### src/rtl/seg_scan_ctrl.sv
// Four-digit multiplexed seven-segment scanner with a frame-synchronous shadow
// register, leading-zero blanking and an optional all-off gap before each digit.
//
// state    | meaning
// ST_BLANK | all digits off, counting BLANK_CYCLES before the next digit lights
// ST_SHOW  | selected digit lit, counting DWELL_CYCLES; last cycle of digit 3 ends the frame
module seg_scan_ctrl #(
  parameter int DWELL_CYCLES = 50000,
  parameter int BLANK_CYCLES = 500
) (
  input  logic        clk,
  input  logic        rst,
  input  logic [15:0] value_in,
  input  logic        load_req,
  input  logic        lz_en,
  output logic        load_ack,
  output logic        frame_tick,
  output logic [7:0]  Result,
  output logic [3:0]  tube_enables
);

  localparam int CNT_MAX = (DWELL_CYCLES > BLANK_CYCLES) ? DWELL_CYCLES : BLANK_CYCLES;
  localparam int CW      = (CNT_MAX > 1) ? $clog2(CNT_MAX) : 1;
  localparam bit SKIP_BLANK = (BLANK_CYCLES == 0);
  localparam logic [CW-1:0] DWELL_LAST = CW'(DWELL_CYCLES - 1);
  localparam logic [CW-1:0] BLANK_LAST = CW'((BLANK_CYCLES > 0) ? BLANK_CYCLES - 1 : 0);

  typedef enum logic {ST_BLANK, ST_SHOW} state_t;

  // Without a blank phase the scan must come out of reset already showing digit 0.
  localparam state_t ST_RESET = SKIP_BLANK ? ST_SHOW : ST_BLANK;

  state_t        state;
  logic [CW-1:0] cnt;
  logic [1:0]    digit;
  logic [15:0]   shadow;

  always_ff @(posedge clk or negedge rst) begin
    if (!rst) begin
      state      <= ST_RESET;
      cnt        <= '0;
      digit      <= 2'd0;
      shadow     <= 16'h0000;
      load_ack   <= 1'b0;
      frame_tick <= 1'b0;
    end else begin
      load_ack   <= 1'b0;
      frame_tick <= 1'b0;
      case (state)
        ST_BLANK: begin
          if (cnt == BLANK_LAST) begin
            state <= ST_SHOW;
            cnt   <= '0;
          end else begin
            cnt <= cnt + CW'(1);
          end
        end
        ST_SHOW: begin
          if (cnt == DWELL_LAST) begin
            cnt   <= '0;
            digit <= digit + 2'd1;
            state <= SKIP_BLANK ? ST_SHOW : ST_BLANK;
            if (digit == 2'd3) begin
              frame_tick <= 1'b1;
              if (load_req) begin
                shadow   <= value_in;
                load_ack <= 1'b1;
              end
            end
          end else begin
            cnt <= cnt + CW'(1);
          end
        end
        default: state <= ST_BLANK;
      endcase
    end
  end

  logic [3:0] nib;
  logic       lz_blank;
  logic       lit;
  logic [7:0] seg;

  always_comb begin
    nib = shadow[{digit, 2'b00} +: 4];
    case (digit)
      2'd1:    lz_blank = (shadow[15:4] == 12'h000);
      2'd2:    lz_blank = (shadow[15:8] == 8'h00);
      2'd3:    lz_blank = (shadow[15:12] == 4'h0);
      default: lz_blank = 1'b0;
    endcase
    // Gating with rst keeps the tubes dark in reset even when the reset state is ST_SHOW.
    lit = rst && (state == ST_SHOW) && !(lz_en && lz_blank);
  end

  always_comb begin
    case (nib)
      4'h0: seg = 8'hC0;
      4'h1: seg = 8'hF9;
      4'h2: seg = 8'hA4;
      4'h3: seg = 8'hB0;
      4'h4: seg = 8'h99;
      4'h5: seg = 8'h92;
      4'h6: seg = 8'h82;
      4'h7: seg = 8'hF8;
      4'h8: seg = 8'h80;
      4'h9: seg = 8'h90;
      4'hA: seg = 8'h88;
      4'hB: seg = 8'h83;
      4'hC: seg = 8'hC6;
      4'hD: seg = 8'hA1;
      4'hE: seg = 8'h86;
      default: seg = 8'h8E;
    endcase
  end

  assign Result       = lit ? seg : 8'hFF;
  assign tube_enables = lit ? ~(4'b0001 << digit) : 4'b1111;

endmodule

### config.mk
export PLATFORM = sky130hd
export DESIGN_NAME = seg_scan_ctrl
export DESIGN_NICKNAME = d
export VERILOG_FILES = /design/src/rtl/seg_scan_ctrl.sv
export SDC_FILE = /design/constraint.sdc
export NUM_CORES = 1
export LEC_CHECK = 0
export ABC_AREA = 1
export CAP_MARGIN = 10
export CORE_AREA = 8 8 87 89
export CTS_CLUSTER_DIAMETER = 150
export DETAILED_ROUTE_END_ITERATION = 10
export DIE_AREA = 0 0 95 97
export PLACE_DENSITY = 0.7
export SETUP_SLACK_MARGIN = 0.4
export SLEW_MARGIN = 20
export SYNTH_ARGS = -nofsm -noshare
export SYNTH_HDL_FRONTEND = slang
export SYNTH_SLANG_ARGS = --single-unit
### constraint.sdc
create_clock -name clk -period 2 [get_ports clk]
set_clock_uncertainty 0.2 [all_clocks]
set_input_delay 0.5 -clock clk [delete_from_list [all_inputs] [get_ports clk]]
set_output_delay 0.5 -clock clk [all_outputs]
set_load 0.005 [all_outputs]
* Yosys cells after proc, flatten, opt, wreduce, memory -nomap -nowiden
Memory sizes are Yosys's and may differ from the RTL's.
Cells that the tools add are included.
** Storage, ports and cells
- Register bits :: 37
- Memories kept :: 1
- Bits of input ports :: 20
- Bits in read-only memories :: 112
- Word-level logic and storage cells :: 43
** Memory list
- (no name shown) :: words 16, width 7, read ports 1, clocked after Yosys merged registers in 0, wr ports 0, line 97 : case (nib)
** Operators by class
- Equal/unequal tests :: 5
- Shift-type cells :: 2
- Bitwise logic cells :: 2
- Reductions and logical operators :: 9
- Add/sub/neg operators :: 2
- Muxes and demuxes :: 16
** Operator list (number)
- $mux 16 :: 2
- $pmux 16 s2 :: 1
- $add 16x1->16 const B :: 1
- $eq 16x16->1 const B :: 1
- $eq 16x9->1 const B :: 1
- $shiftx 16x5->4 :: 1
- $logic_not 12->1 :: 1
- $mux 1 :: 9
- $logic_not 8->1 :: 1
- $mux 8 :: 1
- $eq 2x2->1 const B :: 2
- $logic_not 4->1 :: 1
- $mux 4 :: 1
- $not 4->4 :: 1
- $reduce_and 4->1 :: 1
- $shl 1x2->4 const A :: 1
- $logic_and 1x1->1 :: 3
- $pmux 1 s3 :: 1
- $add 2x1->2 const B :: 1
- $eq 2x1->1 const B :: 1
- $pmux 1 s2 :: 1
- $reduce_and 2->1 :: 1
- $logic_not 1->1 :: 1
- $not 1->1 :: 1

* Logic depth before layout (Yosys ltp)
Gate-level depths: netlist of run 1.
- Depth after elaboration :: 6
- Mapped depth :: 13
- Gate-level depth less buffers :: 12

* Worst setup path after synthesis of run 1
No wires, ideal clock.
- Path kind :: reg2out
- Start :: register digit[0]
- End :: output port Result[0]
- Cell stages (with the launch flop) :: 14
- Buffers on the path :: 1
- Arrival time :: 1545 ps
- Setup slack :: -245 ps
- Cells stage by stage :: dfrtp_1 -> buf_4 -> inv_4 -> nand2_1 -> nand3_1 -> nand2_1 -> inv_1 -> ha_1 -> nand3_1 -> nand2_1 -> nand2_1 -> nand2_1 -> inv_1 -> nand2_1
** Between the ends
- Cells in the longest elaborated chain, start to end :: 6
- Elaborated cells between the ends (all ways) :: 10
- Classes of those cells :: eq/ne (3); shift (1); mux (2); reduce/logical (3); memory (1)
** Ends and longest elaborated chain
- from (decl) :: line 35 : logic [1:0] digit;
- from (signal assigned) :: line 61 : digit <= digit + 2'd1;
- parallel branches: the longest is 5 deep, another holds $mem_v2 16x7
- $mux 8 * :: line 117 : assign Result = lit ? seg : 8'hFF;
- to (decl) :: line 18 : output logic [7:0] Result,
Every way passes the cells marked *.

* Worst setup path in the final report of run 1
- Start :: register digit[0]
- End :: output port Result[5]
Same word-level chain as after synthesis.

==> flow_summary.toml, run 1 <==
[timing]
layout_setup_ws_ns = -0.6514
setup_viol_count_final = 11
finalHoldViolCount = 0
post-route-period-util_pct = 132.6
clock.fmax_mhz = 377.2
drv_slew = 0
final.min_clock_period_ns = 2.651
rsz0062_at_grt = "true"
hold_slack_ns = 0.09981

[clock_tree]
insertion_delay_ns = 0.29
cts_hold_buffers = 0
clockRootBuffer = "clkbuf_8"
htree_levels = 2
worst_path_clk_slew_ns = 0.07
tritoncts_num_sinks = 37
cts-buffers-inserted = 5
cts_tree = "done"
cts.path.max_buffers = 2

[outcome]
violations = "setup timing"
run_status = "finished, violations left"

[min_path]
hold_path.class = "in -> async"

[power_and_ir_drop]
finalPower_mw = 1.334
max-vdd-ir-drop_uv = 403.6
power.static_leakage_nw = 1.901
power_density_mw_per_mm2 = 334.2

[logic_synthesis]
synth_seq_cells = 37
synthArstFlopShare_pct = 100.0
synth.lib_cells_used.distinct = 31
post_synth_inst_count = 329
synth_flop_cell = "dfrtp_1"
netlist_top_cells_area = "dfrtp_1 39%, nand2_1 19%, ha_1 6.3%, inv_1 5.5%, nand3_1 5.4%"
avgSynthCellArea_um2 = 7.275
synth_top_family_by_area = "simple AND/OR/NAND/NOR gates"
post_synthesis_cell_area_mm2 = 0.002394
synth-edff-count = 0
synth_xor_xnor_area_share_pct = 3.293
area_share_of_the_largest_cell_type_after_synthesis_pct = 38.68
synth_compound_area_share_pct = 2.300
ys_seq_area_share_pct = 38.68
synth_simple_gate_area_share_pct = 39.26
synthMuxAreaShare_pct = 0
synth.net_count = 361
post_synth_fa_ha_maj_area_fraction_pct = 6.273
netlist.top_cell.by_area = "dfrtp_1"
synth.yosys.warnings = 0

[floorplanning]
die_area_mm2 = 0.009215
fp.dieH_um = 97
die_x_um = 95
ios = 34
floorplan.core_area_mm2 = 0.006205
rows = 29
initial_utilization_pct = 38.58

[placed_design]
post-place-ws_ns = -0.8623
place_congestion = 0.8749
place.detailed.hpwl_mm = 4.589
port-buffer-count = 32

[finish]
syn2layout_area_growth_pct = 66.75
area.sequential_um2 = 932.1
multiInputGateArea_mm2 = 0.001839
antenna-diode-count = 0
postLayoutCoreUtil_pct = 64.33
num-fill-cells = 465
final_layout_net_count = 462
final_layout_size_suffix_gt1_share_pct = 47.67

[global_route]
grt_overflow = 0
antenna_found_initial = 0
grt_start_max_net_pins = 38
grt_pass1_vias = 2648
grt_first_pass_wirelength_mm = 12.44
grt_use_total_pct = 16.76

[critical_path]
slowest_delay_ns = 0.46
setup.worst_path.end_class = "output port"
worstPathCellList = "buf_6 > buf_6 > nand2_4 > nand3_4 > nand2_8 > inv_8 > ha_4 > nand3_4 > nand2_1 > a21oi_1 > nand2_1 > buf_2"
critical_path_required_ns = 1.30
worst-endpoint-arrival_ns = 1.95
slowest_stage = "dfrtp_2"
critical_path.n_buffers_inverters = 4
critical_path_class = "reg -> out"
critPathTopFamily = "simple AND/OR/NAND/NOR gates"
worstPathMaxFanout = 5
critical_path.startpoint_type = "register"

[detailed_routing]
routed_via_density = 5.150
antenna_left = 0
wl_per_cell_um = 15.87
drt_drc_violations_left = 0
drt-pass1-iter-count = 4
route.vias.total = 2611
detailedRoute.firstIterationViolations = 107
wirelength_mm = 8.045

[job]
max_cap_violations = 0
## layout by cell type (no fill, tap or decap), types with 6 or more instances in the layout
cell type         n
nand2_1          83
buf_4            46
dfrtp_1          32
nand2_2          31
inv_1            25
buf_6            23
nand4_1          18
clkdlybuf4s50_1  18
nor2_1           15
buf_2            12
nand3_1          11
nand2_4          10
nand3_4          10
nor2_4            9
nor2_2            9
nand3_2           7
xor2_1            7
ha_4              7
inv_2             6
clkbuf_8          6
## registers in the layout (all words and copies together) (netlist names)
signal / count
digit: 2
load_ack: 1
cnt: 16
frame_tick: 1
state: 1
shadow: 16
## cells by family (layout without fill, tap and decap cells)
kind of cell	count (synthesis)	in the layout
compound gates	10	11
other cells	1	1
buf+inv	48	146
flops	37	37
xor+xnor	9	9
fa+ha+maj	12	12
simple gates	212	214
## routing by layer
| metal | up-vias | wire length [um] | track usage [%] |
|---|---|---|---|
| li1 | 1248 | - | - |
| met1 | 1271 | 3134 | 18.55 |
| met2 | 71 | 4349 | 30.57 |
| met3 | 21 | 364 | 2.859 |
| met4 | 0 | 196 | 6.130 |
| met5 | - | 0 | 0 |
## final timing paths
path	slack (ns)	startpoint	cells past startpoint	to
setup / recovery	-0.65	digit[0]$_DFFE_PN0P_	12	Result[5]
hold / removal	0.1	rst	2	cnt[3]$_DFF_PN0_
setup reg to reg	0.17	cnt[0]$_DFF_PN0_	10	cnt[7]$_DFF_PN0_
hold reg to reg	0.30	shadow[1]$_DFFE_PN0P_	2	shadow[1]$_DFFE_PN0P_
max in group asynchronous	1.15	rst	2	cnt[9]$_DFF_PN0_
min in group clk	0.30	shadow[1]$_DFFE_PN0P_	2	shadow[1]$_DFFE_PN0P_
## final cells by class
type,count,share of cell area (%)
inverter,38,4.326
timing repair buffer,101,21.66
clock buffer,7,2.163
tap,77,2.414
sequential,37,23.35
multi-input combinational,247,46.08
## report_power, final
group | switching, mW | internal [mW]
sequential | 0 | 0.748
clock | 0.259 | 0.274
combinational | 0.0212 | 0.0328
## worst reg2reg max path, stage by stage (launching register included)
cell and delay, ns:
dfrtp_1 0.40, ha_4 0.17, nand2_4 0.05, nor2_4 0.14
buf_6 0.12, buf_6 0.10, inv_6 0.04, nor2_4 0.11
nand3_4 0.17, nand2_4 0.16, nor2_1 0.05
## through the flow
| step | TNS, ns | std cells | cell area [um^2] |
|---|---|---|---|
| CTS | -6.619 | 494 | 3677 |
| detailed placement | -9.254 | 457 | 3087 |
| finish | -6.870 | 507 | 3991 |
| global route | -7.598 | 507 | 3991 |
| global placement | -8.513 | 457 | 3087 |
| floorplan | -0.3092 | 329 | 2562 |
## synth_stat cells, types with 3 or more instances
library cell / count
buf_4: 3
nand2_2: 4
a21oi_1: 5
nand4_1: 18
nand3_1: 26
xor2_1: 7
buf_6: 3
nand2_1: 122
nor2_1: 30
dfrtp_1: 37
inv_1: 35
o21ai_0: 3
ha_1: 12
## repair_timing
action | in CTS | in global routing
resized for setup | 136 | 57
pin swaps | 52 | 29
buffers inserted | 26 | 13
endpoints found under the setup margin | 47 | 48
cloned | 4 | 0
No activity file was read; power rests on OpenSTA's default activity.
==> run 2, diff against run 1 <==
CTS_BUF_LIST = sky130_fd_sc_hd__clkbuf_8   (was unset)
PLACE_DENSITY = unset   (was 0.7)
==> run 2 against run 1 <==
Effect of this change: the flow still finishes with violations (setup timing); flip-flop and latch count is the same; global-route usage shrank 1.0 points; register-to-register slack lost 0.03 ns; largest power group unchanged.
==> flow_summary.toml, run 2 (synthesized netlist as in run 1, its figures left out) <==
[critical_path]
critical_path_required_ns = 1.30
worstPathMaxFanout = 5
critPathTopFamily = "buffers and inverters"
critical_path.n_buffers_inverters = 6
path_common_cell = "nand2_1"
setup.worst_path.end_class = "output port"
critical_path.startpoint_type = "register"
slowest_delay_ns = 0.44
worstPathCellList = "buf_12 > inv_12 > nand2_4 > nand3_4 > nand2_4 > buf_6 > buf_12 > ha_4 > nand2_2 > nand2_1 > nand2_1 > nand2_1 > inv_1 > nand2_1 > buf_2"
critical_path_class = "reg -> out"
worst-endpoint-arrival_ns = 1.95
slowest_stage = "dfrtp_2"

[detailed_routing]
drt-pass1-iter-count = 4
wl_per_cell_um = 14.62
antenna_left = 0
routed_via_density = 4.849
wirelength_mm = 7.339
detailedRoute.firstIterationViolations = 132
route.vias.total = 2434
drt_drc_violations_left = 0

[power_and_ir_drop]
finalPower_mw = 1.465
power_switching_mw = 0.3156
power.static_leakage_nw = 1.889
seqPwrFrac_pct = 51.0
switching_share_pct = 21.54
power_density_mw_per_mm2 = 365.2
p_int_mw = 1.149
clock_power_share_pct = 45.3
power.combinational.fraction_pct = 3.7
max-vdd-ir-drop_uv = 356.8

[floorplanning]
die_x_um = 95
die_area_mm2 = 0.009215
initial_utilization_pct = 38.58
fp.dieH_um = 97
ios = 34
floorplan.core_area_mm2 = 0.006205
rows = 29

[finish]
num-fill-cells = 484
final_layout_size_suffix_gt1_share_pct = 45.18
mostFrequentLayoutCell = "nand2_1"
finalNonFillerCells = 502
area.sequential_um2 = 932.1
syn2layout_area_growth_pct = 67.59
layout.cells.most_common_list = "86 x nand2_1, 39 x buf_4, 32 x dfrtp_1"
final_layout_net_count = 456
multiInputGateArea_mm2 = 0.001784
reg_top3 = "cnt: 16 flops, shadow: 16 flops, digit: 2 flops"
antenna-diode-count = 0

[global_route]
grt_first_pass_wirelength_mm = 11.75
grt_overflow = 0
grt_start_max_net_pins = 38
grt_use_total_pct = 15.74
antenna_found_initial = 0
grt_pass1_vias = 2545

[timing]
clock.fmax_mhz = 376.8
setup_viol_count_final = 11
drv_slew = 0
final.min_clock_period_ns = 2.654
post-route-period-util_pct = 132.7
rsz0062_at_grt = "true"
fin_setup_tns_ns = -6.805
layout_setup_ws_ns = -0.6542
finalHoldViolCount = 0

[clock_tree]
cts_tree = "done"
tritoncts_num_sinks = 37
cts.path.max_buffers = 2
cts_hold_buffers = 0
cts-buffers-inserted = 5
insertion_delay_ns = 0.30
worst_path_clk_slew_ns = 0.08
clockRootBuffer = "clkbuf_8"
htree_levels = 2

[placed_design]
cell_count_after_placement = 451
place.detailed.hpwl_mm = 4.444
place_congestion = 0.9039
port-buffer-count = 32

[min_path]
hold_path.class = "in -> async"

[outcome]
run_status = "finished, violations left"
violations = "setup timing"

[job]
max_cap_violations = 0
run 2: changes by cell type in the layout (fill, tap and decap cells not counted), moves of 3 or more:
cell,previous run,this run
buf_4,46,39
nand2_1,83,86
nor2_1,15,18
nand2_2,31,28
buf_2,12,8
inv_1,25,28
buf_12,0,5
nor2_2,9,5
buf_6,23,20
run 2: path summary, 6_finish.rpt:
kind | cells past startpoint | slack, ns | start | end
max | 15 | -0.65 | digit[0]$_DFFE_PN0P_ | Result[3]
min | 2 | 0.08 | rst | cnt[12]$_DFF_PN0_
max reg2reg | 9 | 0.14 | cnt[0]$_DFF_PN0_ | shadow[7]$_DFFE_PN0P_
min reg2reg | 2 | 0.32 | shadow[3]$_DFFE_PN0P_ | shadow[3]$_DFFE_PN0P_
max in group asynchronous | 2 | 1.16 | rst | cnt[2]$_DFF_PN0_
min in group clk | 2 | 0.32 | shadow[3]$_DFFE_PN0P_ | shadow[3]$_DFFE_PN0P_
run 2: power by group through the flow:
stage / sequential [mW] / clock [mW] / combinational [mW]
6_report: 0.747 / 0.663 / 0.0549
4_1_cts: 0.747 / 0.674 / 0.0563
3_5_place_dp: 0.762 / 0 / 0.0558
3_3_place_gp: 0.762 / 0 / 0.0555
2_1_floorplan: 0.762 / 0 / 0.00210
5_1_grt: 0.747 / 0.707 / 0.0604
run 2: routing by layer:
metal	vias to the layer above	GRT usage, %	routed length [um]
met1	1147	19.27	3071
met4	0	4.567	123
met3	12	3.709	251
met2	41	26.39	3893
met5	-	0	0
li1	1234	-	-
run 2: cell type report:
type | instances | area share [%]
Clock buffer | 5 | 1.716
Tap cell | 77 | 2.402
Timing Repair inverter | 1 | 0.2183
Inverter | 38 | 4.242
Multi-Input combinational cell | 246 | 44.48
Sequential cell | 37 | 23.24
Timing Repair Buffer | 95 | 22.65
Clock inverter | 3 | 1.061
run 2: timing repair:
action / 4_1_cts / 5_1_grt
setup endpoints to repair: 48 / 48
gates resized for setup: 107 / 75
pin swaps: 39 / 31
cloned: 4 / 1
setup buffers: 23 / 15
run 2: stage by stage:
step	area (um^2)	setup slack, ns	util [%]	hold slack (ns)
global route	4011	-0.7468	64.65	0.1297
finish	4011	-0.6542	64.65	0.08462
floorplan	2562	-0.07342	-	0.004409
detailed placement	3054	-0.8933	49.22	0.2761
global placement	3054	-0.8165	49.22	0.2573
CTS	3571	-0.6727	57.55	0.1009
==> run 3, diff against run 2 <==
CTS_CLUSTER_SIZE = 24   (was unset)
clock period = 2.9 ns   (was 2 ns; I/O delays follow)
==> run 3 against run 2 <==
Effect of this change: the flow now finishes without violations; power decreased by 31%; clock power decreased by 30%; utilization is 12 points lower; combinational power shrank 33%; highest routed layer unchanged; sequential power decreased by 31%; design area is 19% lower; flip-flop and latch count unchanged; global-route usage shrank 2.1 points; die area unchanged; largest power group unchanged; count of clock-buffer cells in the layout up 1.
==> flow_summary.toml, run 3 (synthesized netlist as in run 1, its figures left out) <==
[timing]
finalHoldViolCount = 0
final.min_clock_period_ns = 2.872
drv_slew = 0
rsz0062_at_grt = "true"
clock.fmax_mhz = 348.2
fin_setup_tns_ns = 0
setup_viol_count_final = 0
hold_slack_ns = 0.2653
layout_setup_ws_ns = 0.02793
post-route-period-util_pct = 99.04

[global_route]
grt_start_max_net_pins = 38
grt_first_pass_wirelength_mm = 10.23
grt_use_total_pct = 13.63
antenna_found_initial = 0
grt_pass1_vias = 2287
grt_overflow = 0

[detailed_routing]
drt-pass1-iter-count = 4
route.vias.total = 2319
routed_via_density = 4.966
wl_per_cell_um = 13.50
antenna_left = 0
drt_drc_violations_left = 0
wirelength_mm = 6.304
detailedRoute.firstIterationViolations = 85

[clock_tree]
htree_levels = 2
cts_hold_buffers = 0
cts.path.max_buffers = 2
cts-buffers-inserted = 5
insertion_delay_ns = 0.29
worst_path_clk_slew_ns = 0.08
clockRootBuffer = "clkbuf_8"
cts_tree = "done"
tritoncts_num_sinks = 37

[critical_path]
critical_path_class = "reg -> out"
critical_path.n_buffers_inverters = 4
timing.rr.end = "cnt[4]$_DFF_PN0_"
worstPathMaxFanout = 6
worst-endpoint-arrival_ns = 1.95
critical_path.startpoint_type = "register"
slowest_stage = "dfrtp_2"
critical_path_required_ns = 1.98
worstPathCellList = "buf_6 > nand2_2 > nand3_2 > nand2_4 > buf_6 > ha_4 > nand3_4 > nand2_2 > nand2_1 > nand2_1 > inv_1 > nand2_1 > buf_2"
setup.worst_path.end_class = "output port"
worst_r2r_start = "cnt[0]$_DFF_PN0_"
worst-r2r-setup-slack_ns = 1.03
path_common_cell = "nand2_1"
critPathTopFamily = "simple AND/OR/NAND/NOR gates"
critical_path_depth = 13
slowest_delay_ns = 0.49
ff2ff_path_depth = 8

[power_and_ir_drop]
max-vdd-ir-drop_uv = 222.6
power_density_mw_per_mm2 = 313.3
power.static_leakage_nw = 1.581
finalPower_mw = 1.016

[floorplanning]
die_area_mm2 = 0.009215
floorplan.core_area_mm2 = 0.006205
die_x_um = 95
fp.dieH_um = 97
rows = 29
ios = 34
initial_utilization_pct = 38.58

[min_path]
worst_hold_path.endpoint = "cnt[0]$_DFF_PN0_"
hold_path.class = "reg -> reg"
whs_path_depth = 1
hold_path.startpoint = "cnt[0]$_DFF_PN0_"

[finish]
layout.cells.most_common_list = "114 x nand2_1, 36 x dfrtp_1, 31 x inv_1"
antenna-diode-count = 0
finalNonFillerCells = 467
final_layout_net_count = 421
mostFrequentLayoutCell = "nand2_1"
final_non_filler_cell_area_mm2 = 0.003242
postLayoutCoreUtil_pct = 52.25
final_layout_size_suffix_gt1_share_pct = 24.36
reg_top3 = "cnt: 16 flops, shadow: 16 flops, digit: 2 flops"
syn2layout_area_growth_pct = 35.44

[placed_design]
instance_area_after_placement_mm2 = 0.002853
post-place-ws_ns = -0.5664
place.detailed.hpwl_mm = 4.284
cell_count_after_placement = 447
place_congestion = 0.8617
port-buffer-count = 32

[outcome]
run_status = "complete, no violations"

[job]
max_cap_violations = 0
-- run 3: power by group --
part           leakage (nW)  switching (mW)  internal (mW)
combinational          1.02          0.0146         0.0221
sequential            0.501               0          0.516
clock                0.0574           0.184          0.280
-- run 3: layout make-up --
cell class,count,area [um^2]
clock buffers,6,82.58
clock inverters,2,37.54
fillers,596,2963
inverters,38,156.4
multi-input cells,245,1429
flip-flops and latches,37,927.1
well taps,77,96.34
repair buffers,61,506.7
repair inverters,1,6.256
-- run 3: timing repair --
| item | in CTS | in global routing |
|---|---|---|
| resized for setup | 70 | 30 |
| cloned | 1 | 1 |
| setup endpoints to repair | 11 | 11 |
| buffers inserted | 8 | 2 |
| pin swaps | 10 | 11 |
-- run 3: worst max path at each step --
stage	from	endpoint	slack, ns
floorplan	digit[0]$_DFFE_PN0P_	Result[0]	0.43
global placement	lz_en	tube_enables[3]	-0.49
detailed placement	lz_en	tube_enables[1]	-0.57
CTS	digit[0]$_DFFE_PN0P_	Result[3]	0.08
global route	digit[0]$_DFFE_PN0P_	Result[0]	-0.10
finish	digit[0]$_DFFE_PN0P_	Result[0]	0.03
-- run 3: layer usage --
layer	track usage [%]	share of wire, %
met5	0	0
met3	3.400	4.8
met1	15.14	41
met2	23.98	52
met4	5.168	1.8
